File: src/rtl/mips_controller.sv
// rtl/mips_controller.sv - multicycle MIPS control FSM with memory stall handshake (optional ILLEGAL_OP_TRAP_EN)
module mips_controller #(
    parameter int MEM_WAIT_MAX = 8
) (
    input  logic       clk,
    input  logic       reset,
    input  logic [5:0] op,
    input  logic [5:0] funct,
    input  logic       zero,
    input  logic       mem_ready,
    output logic       alusrca,
    output logic [1:0] alusrcb,
    output logic       pcen,
    output logic [1:0] pcsource,
    output logic       memtoreg,
    output logic       regdst,
    output logic       iord,
    output logic       regwrite,
    output logic       irwrite,
    output logic       memread,
    output logic       memwrite,
    output logic [2:0] alucontrol,
    output logic       mem_timeout,
    output logic [3:0] state
);

    typedef enum logic [3:0] {
        S_FETCH   = 4'd0,
        S_DECODE  = 4'd1,
        S_MEMADR  = 4'd2,
        S_MEMRD   = 4'd3,
        S_MEMWB   = 4'd4,
        S_MEMWR   = 4'd5,
        S_RTYPEEX = 4'd6,
        S_RTYPEWB = 4'd7,
        S_BEQEX   = 4'd8,
        S_ADDIEX  = 4'd9,
        S_ADDIWB  = 4'd10,
        S_JEX     = 4'd11,
        S_HALT    = 4'd12
    } state_t;

    localparam logic [5:0] OP_RTYPE = 6'b000000;
    localparam logic [5:0] OP_LW    = 6'b100011;
    localparam logic [5:0] OP_SW    = 6'b101011;
    localparam logic [5:0] OP_BEQ   = 6'b000100;
    localparam logic [5:0] OP_ADDI  = 6'b001000;
    localparam logic [5:0] OP_J     = 6'b000010;

    localparam logic [2:0] ALU_AND = 3'b000;
    localparam logic [2:0] ALU_OR  = 3'b001;
    localparam logic [2:0] ALU_ADD = 3'b010;
    localparam logic [2:0] ALU_SLL = 3'b011;
    localparam logic [2:0] ALU_SRL = 3'b100;
    localparam logic [2:0] ALU_SUB = 3'b110;
    localparam logic [2:0] ALU_SLT = 3'b111;

    state_t     cur;
    logic [2:0] funct_alu;
    logic       funct_legal;
    logic       wait_state;
    logic [7:0] stall_cnt;
    logic [8:0] stall_inc;

    // funct to ALU operation; unknown funct falls back to ADD and is flagged illegal
    always_comb begin
        funct_alu   = ALU_ADD;
        funct_legal = 1'b1;
        case (funct)
            6'b100000: funct_alu = ALU_ADD;
            6'b100010: funct_alu = ALU_SUB;
            6'b100100: funct_alu = ALU_AND;
            6'b100101: funct_alu = ALU_OR;
            6'b101010: funct_alu = ALU_SLT;
            6'b000000: funct_alu = ALU_SLL;
            6'b000010: funct_alu = ALU_SRL;
            default:   funct_legal = 1'b0;
        endcase
    end

    // state sequencing; memory states hold until mem_ready
    always_ff @(posedge clk or negedge reset) begin
        if (!reset) begin
            cur <= S_FETCH;
        end else begin
            case (cur)
                S_FETCH:  cur <= mem_ready ? S_DECODE : S_FETCH;
                S_DECODE: begin
                    case (op)
                        OP_LW, OP_SW: cur <= S_MEMADR;
                        OP_RTYPE:     cur <= S_RTYPEEX;
                        OP_BEQ:       cur <= S_BEQEX;
                        OP_ADDI:      cur <= S_ADDIEX;
                        OP_J:         cur <= S_JEX;
`ifdef ILLEGAL_OP_TRAP_EN
                        default:      cur <= S_HALT;
`else
                        default:      cur <= S_FETCH;
`endif
                    endcase
                end
                S_MEMADR:  cur <= (op == OP_SW) ? S_MEMWR : S_MEMRD;
                S_MEMRD:   cur <= mem_ready ? S_MEMWB : S_MEMRD;
                S_MEMWB:   cur <= S_FETCH;
                S_MEMWR:   cur <= mem_ready ? S_FETCH : S_MEMWR;
`ifdef ILLEGAL_OP_TRAP_EN
                S_RTYPEEX: cur <= funct_legal ? S_RTYPEWB : S_HALT;
`else
                S_RTYPEEX: cur <= S_RTYPEWB;
`endif
                S_RTYPEWB: cur <= S_FETCH;
                S_BEQEX:   cur <= S_FETCH;
                S_ADDIEX:  cur <= S_ADDIWB;
                S_ADDIWB:  cur <= S_FETCH;
                S_JEX:     cur <= S_FETCH;
`ifdef ILLEGAL_OP_TRAP_EN
                S_HALT:    cur <= S_HALT;
`endif
                default:   cur <= S_FETCH;
            endcase
        end
    end

    assign wait_state = (cur == S_FETCH) || (cur == S_MEMRD) || (cur == S_MEMWR);
    assign stall_inc  = {1'b0, stall_cnt} + 9'd1;

    // per-wait stall counter with sticky timeout flag; the FSM never aborts
    always_ff @(posedge clk or negedge reset) begin
        if (!reset) begin
            stall_cnt   <= 8'd0;
            mem_timeout <= 1'b0;
        end else if (wait_state && !mem_ready) begin
            if (stall_cnt != 8'hff) begin
                stall_cnt <= stall_inc[7:0];
            end
            if (stall_inc >= 9'(MEM_WAIT_MAX)) begin
                mem_timeout <= 1'b1;
            end
        end else begin
            stall_cnt <= 8'd0;
        end
    end

    // control strobes decoded from state; fetch/branch enables gated by live inputs
    always_comb begin
        alusrca    = 1'b0;
        alusrcb    = 2'b00;
        pcen       = 1'b0;
        pcsource   = 2'b00;
        memtoreg   = 1'b0;
        regdst     = 1'b0;
        iord       = 1'b0;
        regwrite   = 1'b0;
        irwrite    = 1'b0;
        memread    = 1'b0;
        memwrite   = 1'b0;
        alucontrol = 3'b000;
        case (cur)
            S_FETCH: begin
                iord       = 1'b1;
                memread    = 1'b1;
                alusrcb    = 2'b01;
                alucontrol = ALU_ADD;
                irwrite    = mem_ready;
                pcen       = mem_ready;
            end
            S_DECODE: begin
                alusrcb    = 2'b11;
                alucontrol = ALU_ADD;
            end
            S_MEMADR, S_ADDIEX: begin
                alusrca    = 1'b1;
                alusrcb    = 2'b10;
                alucontrol = ALU_ADD;
            end
            S_MEMRD:   memread = 1'b1;
            S_MEMWB: begin
                memtoreg = 1'b1;
                regwrite = 1'b1;
            end
            S_MEMWR:   memwrite = 1'b1;
            S_RTYPEEX: begin
                alusrca    = 1'b1;
                alucontrol = funct_alu;
            end
            S_RTYPEWB: begin
                regdst   = 1'b1;
                regwrite = 1'b1;
            end
            S_BEQEX: begin
                alusrca    = 1'b1;
                alucontrol = ALU_SUB;
                pcsource   = 2'b01;
                pcen       = zero;
            end
            S_ADDIWB:  regwrite = 1'b1;
            S_JEX: begin
                pcsource = 2'b10;
                pcen     = 1'b1;
            end
            default: ;
        endcase
        if (!reset) begin
            alusrca    = 1'b0;
            alusrcb    = 2'b00;
            pcen       = 1'b0;
            pcsource   = 2'b00;
            memtoreg   = 1'b0;
            regdst     = 1'b0;
            iord       = 1'b0;
            regwrite   = 1'b0;
            irwrite    = 1'b0;
            memread    = 1'b0;
            memwrite   = 1'b0;
            alucontrol = 3'b000;
        end
    end

    assign state = reset ? cur : S_FETCH;

endmodule
File: config.mk
export PLATFORM = sky130hd
export DESIGN_NAME = mips_controller
export DESIGN_NICKNAME = d
export VERILOG_FILES = /design/src/rtl/mips_controller.sv
export SDC_FILE = /design/constraint.sdc
export NUM_CORES = 1
export LEC_CHECK = 0
export CORE_ASPECT_RATIO = 1.2
export CORE_MARGIN = 2
export CORE_UTILIZATION = 48
export CTS_BUF_LIST = sky130_fd_sc_hd__clkbuf_4
export DETAILED_ROUTE_END_ITERATION = 8
export PLACE_DENSITY_LB_ADDON = 0.1
export SLEW_MARGIN = 20
export SYNTH_ARGS = -nofsm -noshare
export SYNTH_HDL_FRONTEND = slang
export SYNTH_SLANG_ARGS = --single-unit
File: constraint.sdc
create_clock -name clk -period 1.9 [get_ports clk]
set_input_delay 0.19 -clock clk [delete_from_list [all_inputs] [get_ports clk]]
set_output_delay 0.19 -clock clk [all_outputs]
set_load 0.02 [all_outputs]
# ---- Word-level counts from Yosys, hierarchy flattened
# Index checks and enable logic that the tools add are counted.
dict set report op_classes {
  add_sub_neg 1
  order_cmp 1
  eq_ne 23
  mux 34
  n_reduce_logical 14
}
# cell n
set op_table {}
lappend op_table {{equality test 6 bit, second input constant} 6}
lappend op_table {{one-hot mux 4 bit (7 select lines)} 1}
lappend op_table {{one-hot mux 4 bit (5 select lines)} 1}
lappend op_table {{2-to-1 mux 1 bit} 18}
lappend op_table {{one-hot mux 3 bit (6 select lines)} 1}
lappend op_table {{equality test 4 x 3 -> 1 bit, second input constant} 4}
lappend op_table {{equality test 4 bit, second input constant} 4}
lappend op_table {{2-to-1 mux 8 bit} 2}
lappend op_table {{equality test 6 x 2 -> 1 bit, second input constant} 2}
lappend op_table {{logical NOT 6 bit} 2}
lappend op_table {{2-to-1 mux 3 bit} 4}
lappend op_table {{adder 8 x 1 -> 9 bit, second input constant} 1}
lappend op_table {{greater-or-equal comparator 9 x 4 -> 1 bit, second input constant} 1}
lappend op_table {{one-hot mux 3 bit (3 select lines)} 1}
lappend op_table {{equality test 4 x 2 -> 1 bit, second input constant} 2}
lappend op_table {{!= test 8 bit, second input constant} 1}
lappend op_table {{OR reduction 4 bit} 2}
lappend op_table {{equality test 6 x 3 -> 1 bit, second input constant} 1}
lappend op_table {{equality test 6 x 4 -> 1 bit, second input constant} 1}
lappend op_table {{one-hot mux 2 bit (3 select lines)} 1}
lappend op_table {{OR reduction 2 bit} 3}
lappend op_table {{equality test 4 x 1 -> 1 bit, second input constant} 1}
lappend op_table {{logical NOT 4 bit} 1}
lappend op_table {{2-to-1 mux 2 bit} 2}
lappend op_table {{other kinds (9)} 10}
dict set report word_totals {
  ff_bits 13
  inputBits 16
}

# ---- Depth between registers and ports, before layout
dict set report logic_depth {
  ltp_word 5
  depth_mapped 5
  mapped_depth_nobuf 5
}

# ---- Least setup slack after synthesis
# OpenSTA, ideal clock, no wires.
dict set report synth_timing {
  path_kind {reg-to-output}
  startpoint {register cur[2]}
  endpoint {output irwrite}
  t_arrival_ns 1.577
  path_slack_ns 0.133
  path_stages_with_launch 5
  path_cell_list {dfrtp_1 nand2b_1 or2_1 nor3_1 and2_1}
}
dict set report synth_between {
  elab_chain_cells 3
}
# element line_no
set synth_rtl {}
lappend synth_rtl {{from (decl)} 58} ;# state_t cur;
lappend synth_rtl {{from (signal assigned)} 87} ;# S_FETCH: cur <= mem_ready ? S_DECODE : S_FETCH;
lappend synth_rtl {{from (signal assigned)} 102} ;# S_MEMADR: cur <= (op == OP_SW) ? S_MEMWR : S_MEMRD;
lappend synth_rtl {{from (signal assigned)} 103} ;# S_MEMRD: cur <= mem_ready ? S_MEMWB : S_MEMRD;
lappend synth_rtl {{logical NOT 4 bit} 158} ;# case (cur)
lappend synth_rtl {{2-to-1 mux 1 bit} 158}
lappend synth_rtl {{2-to-1 mux 1 bit} 203} ;# if (!reset) begin
lappend synth_rtl {{to (decl)} 19} ;# output logic irwrite,
# No other way between the ends.

# ---- Worst setup path in the final report
dict set report layout_timing {
  startpoint {register cur[3]}
  endpoint {output regwrite}
}
dict set report layout_between {
  elab_chain_cells 4
}
# element line_no
set layout_rtl {}
lappend layout_rtl {{equality test 4 bit / equality test 4 x 3 -> 1 bit (equally long branches)} 158}
lappend layout_rtl {{OR reduction 3 bit (no line) *} n/a}
lappend layout_rtl {{2-to-1 mux 1 bit *} 158}
lappend layout_rtl {{2-to-1 mux 1 bit *} 203}
lappend layout_rtl {{to (decl)} 18} ;# output logic regwrite,
# Mark *: on every way between the ends. The rest lies on a longest branch, timed or not.

==> impl_metrics.env <==
export IMPL_outcome="finished, violations left"
export IMPL_violations="negative setup slack"
export IMPL_finalHoldViolCount=0
export IMPL_reg2reg_from="stall_cnt[0]"
export IMPL_dpl_cell_area_um2=1750
export IMPL_htree_levels=1
export IMPL_drc=0
export IMPL_period_needed_ns=1.92
export IMPL_p_per_area_nw_per_um2=860
export IMPL_num_rows=19
export IMPL_worstPathArrival_ns=1.73
export IMPL_nNetsFinal=223
export IMPL_synth_distinct_cells=45
export IMPL_r2r_end="mem_timeout"
export IMPL_die_area_um2=2910
export IMPL_synth_nets=164
export IMPL_drt_wl_total_mm=3.50
export IMPL_ir_drop_uv=619
export IMPL_cts_buffers=3
export IMPL_cts_buffer_depth=2
export IMPL_crit_path_end_kind="output port"
export IMPL_synth_seq_cells=13
export IMPL_layout_common_cells="buf_4 (27), clkdlybuf4s50_1 (18), nor2_1 (11), nand2_1 (11), dfrtp_1 (10)"
export IMPL_initial_core_util=0.513
export IMPL_die_w_um=49.5
export IMPL_netlist_top_cell_by_area="dfrtp_1"
export IMPL_rr_worst_depth=5
export IMPL_wire_per_inst_um=14.9
export IMPL_ff2ff_setup_slack_ns=0.14
export IMPL_fin_util=0.767
export IMPL_regArea_um2=329
export IMPL_n_antenna_cell=0
export IMPL_grt_overflow_total=0
export IMPL_yosys_warnings=0
export IMPL_slew_headroom=0.768
export IMPL_max_cap_violations=0
export IMPL_nFillCells=186
export IMPL_track_usage=0.249
export IMPL_max_freq_mhz=520
export IMPL_path_clk_slew_ns=0.08
export IMPL_use_met2=0.461
export IMPL_synthTopCellsByArea="dfrtp_1 (27%), a21oi_1 (3.8%), nor2_1 (3.8%)"
export IMPL_worst_ep_required_time_ns=1.71
export IMPL_ios=37
export IMPL_die_h_um=58.7
export IMPL_drive_gt1_frac=0.284
export IMPL_grt_max_degree=15
export IMPL_min_path_type="in2async"
export IMPL_netlist_area_leader_share=0.272
export IMPL_design_area_um2=1790
export IMPL_path_class="reg2out"
export IMPL_portBuffers=36
export IMPL_rsz0062_at_grt="true"
export IMPL_antenna_found_initial=0
export IMPL_grt_use_met3=0.0406
export IMPL_cts_sinks=13
export IMPL_setup_viol_count_final=1
export IMPL_syn_area_um2=1190
export IMPL_clk_latency_ns=0.28
export IMPL_ant_nets=0
export IMPL_cts_tree="done"
export IMPL_final_common_cell="buf_4"
export IMPL_dr_total_vias=1303
export IMPL_use_met1=0.266
export IMPL_grt_pass1_vias=1292
export IMPL_fin_crit_sh=1.01
export IMPL_hold_ws_ns=0.281
export IMPL_grt_first_pass_wirelength_mm=5.59
export IMPL_setup_slack_ns=-0.0224
export IMPL_yosysSeqAreaShare=0.272
export IMPL_tightest_slew_ns=0.347
export IMPL_place_congestion=0.801
export IMPL_area_growth_pct=49.5
export IMPL_worstSetupStartpointType="flop"
export IMPL_leakagePower_nw=0.785
export IMPL_postSynthAreaPerCell_um2=8.18
export IMPL_dr_pass1_iters=4
export IMPL_critPathMaxFanout=7
export IMPL_syn_inst=146
export IMPL_core_area_um2=2330
export IMPL_busiest_layer="met2"
export IMPL_dp_hpwl_mm=2.64
export IMPL_via_per_inst=5.54
export IMPL_multi_input_area_um2=853
export IMPL_clock_skew_ns=0.00384
export IMPL_cts_hold_buffers=0
export IMPL_cts_root_buffer="clkbuf_4"
export IMPL_first_iter_violations=15
export IMPL_drv_slew=0
cells by family (layout without fill, tap and decap cells):
group / Yosys count / after routing / synth area share
AOI/OAI and AO/OA: 30 / 30 / 0.189
xor gates and xnor gates: 8 / 8 / 0.0649
buffers and inverters: 11 / 69 / 0.0419
and+or+nand+nor: 79 / 79 / 0.384
adders and majority gates: 2 / 2 / 0.0209
DFF: 13 / 13 / 0.272
muxes: 3 / 3 / 0.0272
critical path, cell delays in order (launching register included):
cell and delay, ns:
dfrtp_2 0.47, buf_6 0.13, nor2b_4 0.11, mux2_4 0.28, a22oi_2 0.21, nor2b_1 0.08
buf_4 0.16
power breakdown:
group	total [W]	switching, W	internal [W]	leakage (nW)
Clock	0.000177	0.0000984	0.0000783	0.0177
Combinational	0.000961	0.000489	0.000472	0.597
Sequential	0.000399	0.0000741	0.000325	0.170
Total	0.00154	0.000662	0.000875	0.785
per-layer routing:
layer / up-vias / part of all wire
li1: 648 / -
met1: 612 / 0.38
met2: 32 / 0.55
met3: 11 / 0.029
met4: 0 / 0.037
met5: - / 0
cell type report:
class | count | area share
Clock buffer | 3 | 0.0126
Clock inverter | 1 | 0.00280
Inverter | 2 | 0.00420
Multi-Input combinational cell | 122 | 0.478
Sequential cell | 13 | 0.184
Tap cell | 31 | 0.0217
Timing Repair Buffer | 63 | 0.297
cell usage after synthesis (all sizes together):
cell / n
a211oi: 1
a21oi: 9
a221oi: 1
a22oi: 1
a2bb2oi: 1
a31oi: 1
a41oi: 2
and2: 7
and3: 3
and4: 1
and4b: 1
buf: 5
clkbuf: 4
dfrtp: 13
ha: 2
inv: 2
mux2: 2
mux2i: 1
nand2: 11
nand2b: 5
nand3: 6
nand4: 3
nor2: 12
nor2b: 6
nor3: 9
nor3b: 2
nor4: 2
nor4b: 2
o21a: 1
o21ai: 5
o21ba: 1
o221ai: 2
o22a: 2
o22ai: 1
o31ai: 1
o32ai: 1
or2: 3
or3: 4
or3b: 2
xnor2: 4
xor2: 4
metrics by stage:
stage / setup TNS [ns] / setup slack (ns) / total power, W / cells
global route: -0.0905 / -0.0676 / 0.00164 / 235
CTS: 0 / 0.00329 / 0.00151 / 235
global placement: -1.94 / -0.367 / 0.00133 / 230
detailed placement: -1.88 / -0.365 / 0.00136 / 230
finish: -0.0224 / -0.0224 / 0.00154 / 235
floorplan: 0 / 0.133 / 0.000925 / 146
sequential cells by signal (all words and copies together) (netlist names):
name         flops
mem_timeout      1
stall_cnt        8
cur              4
worst max-delay path by stage:
stage	start	endpoint	slack, ns	depth (start not counted)
finish	cur[3]	regwrite	-0.02	6
global route	cur[3]	regwrite	-0.07	6
CTS	funct[1]	alucontrol[1]	0.003	6
detailed placement	funct[1]	alucontrol[1]	-0.37	6
global placement	funct[1]	alucontrol[1]	-0.37	6
floorplan	cur[2]	irwrite	0.13	4
repair_timing:
action,CTS,global route
pin swaps,0,1
buffers inserted,1,0
gates resized for setup,37,18
endpoints found under the setup margin,17,9
Note: power is estimated with default switching activity, not from simulation.
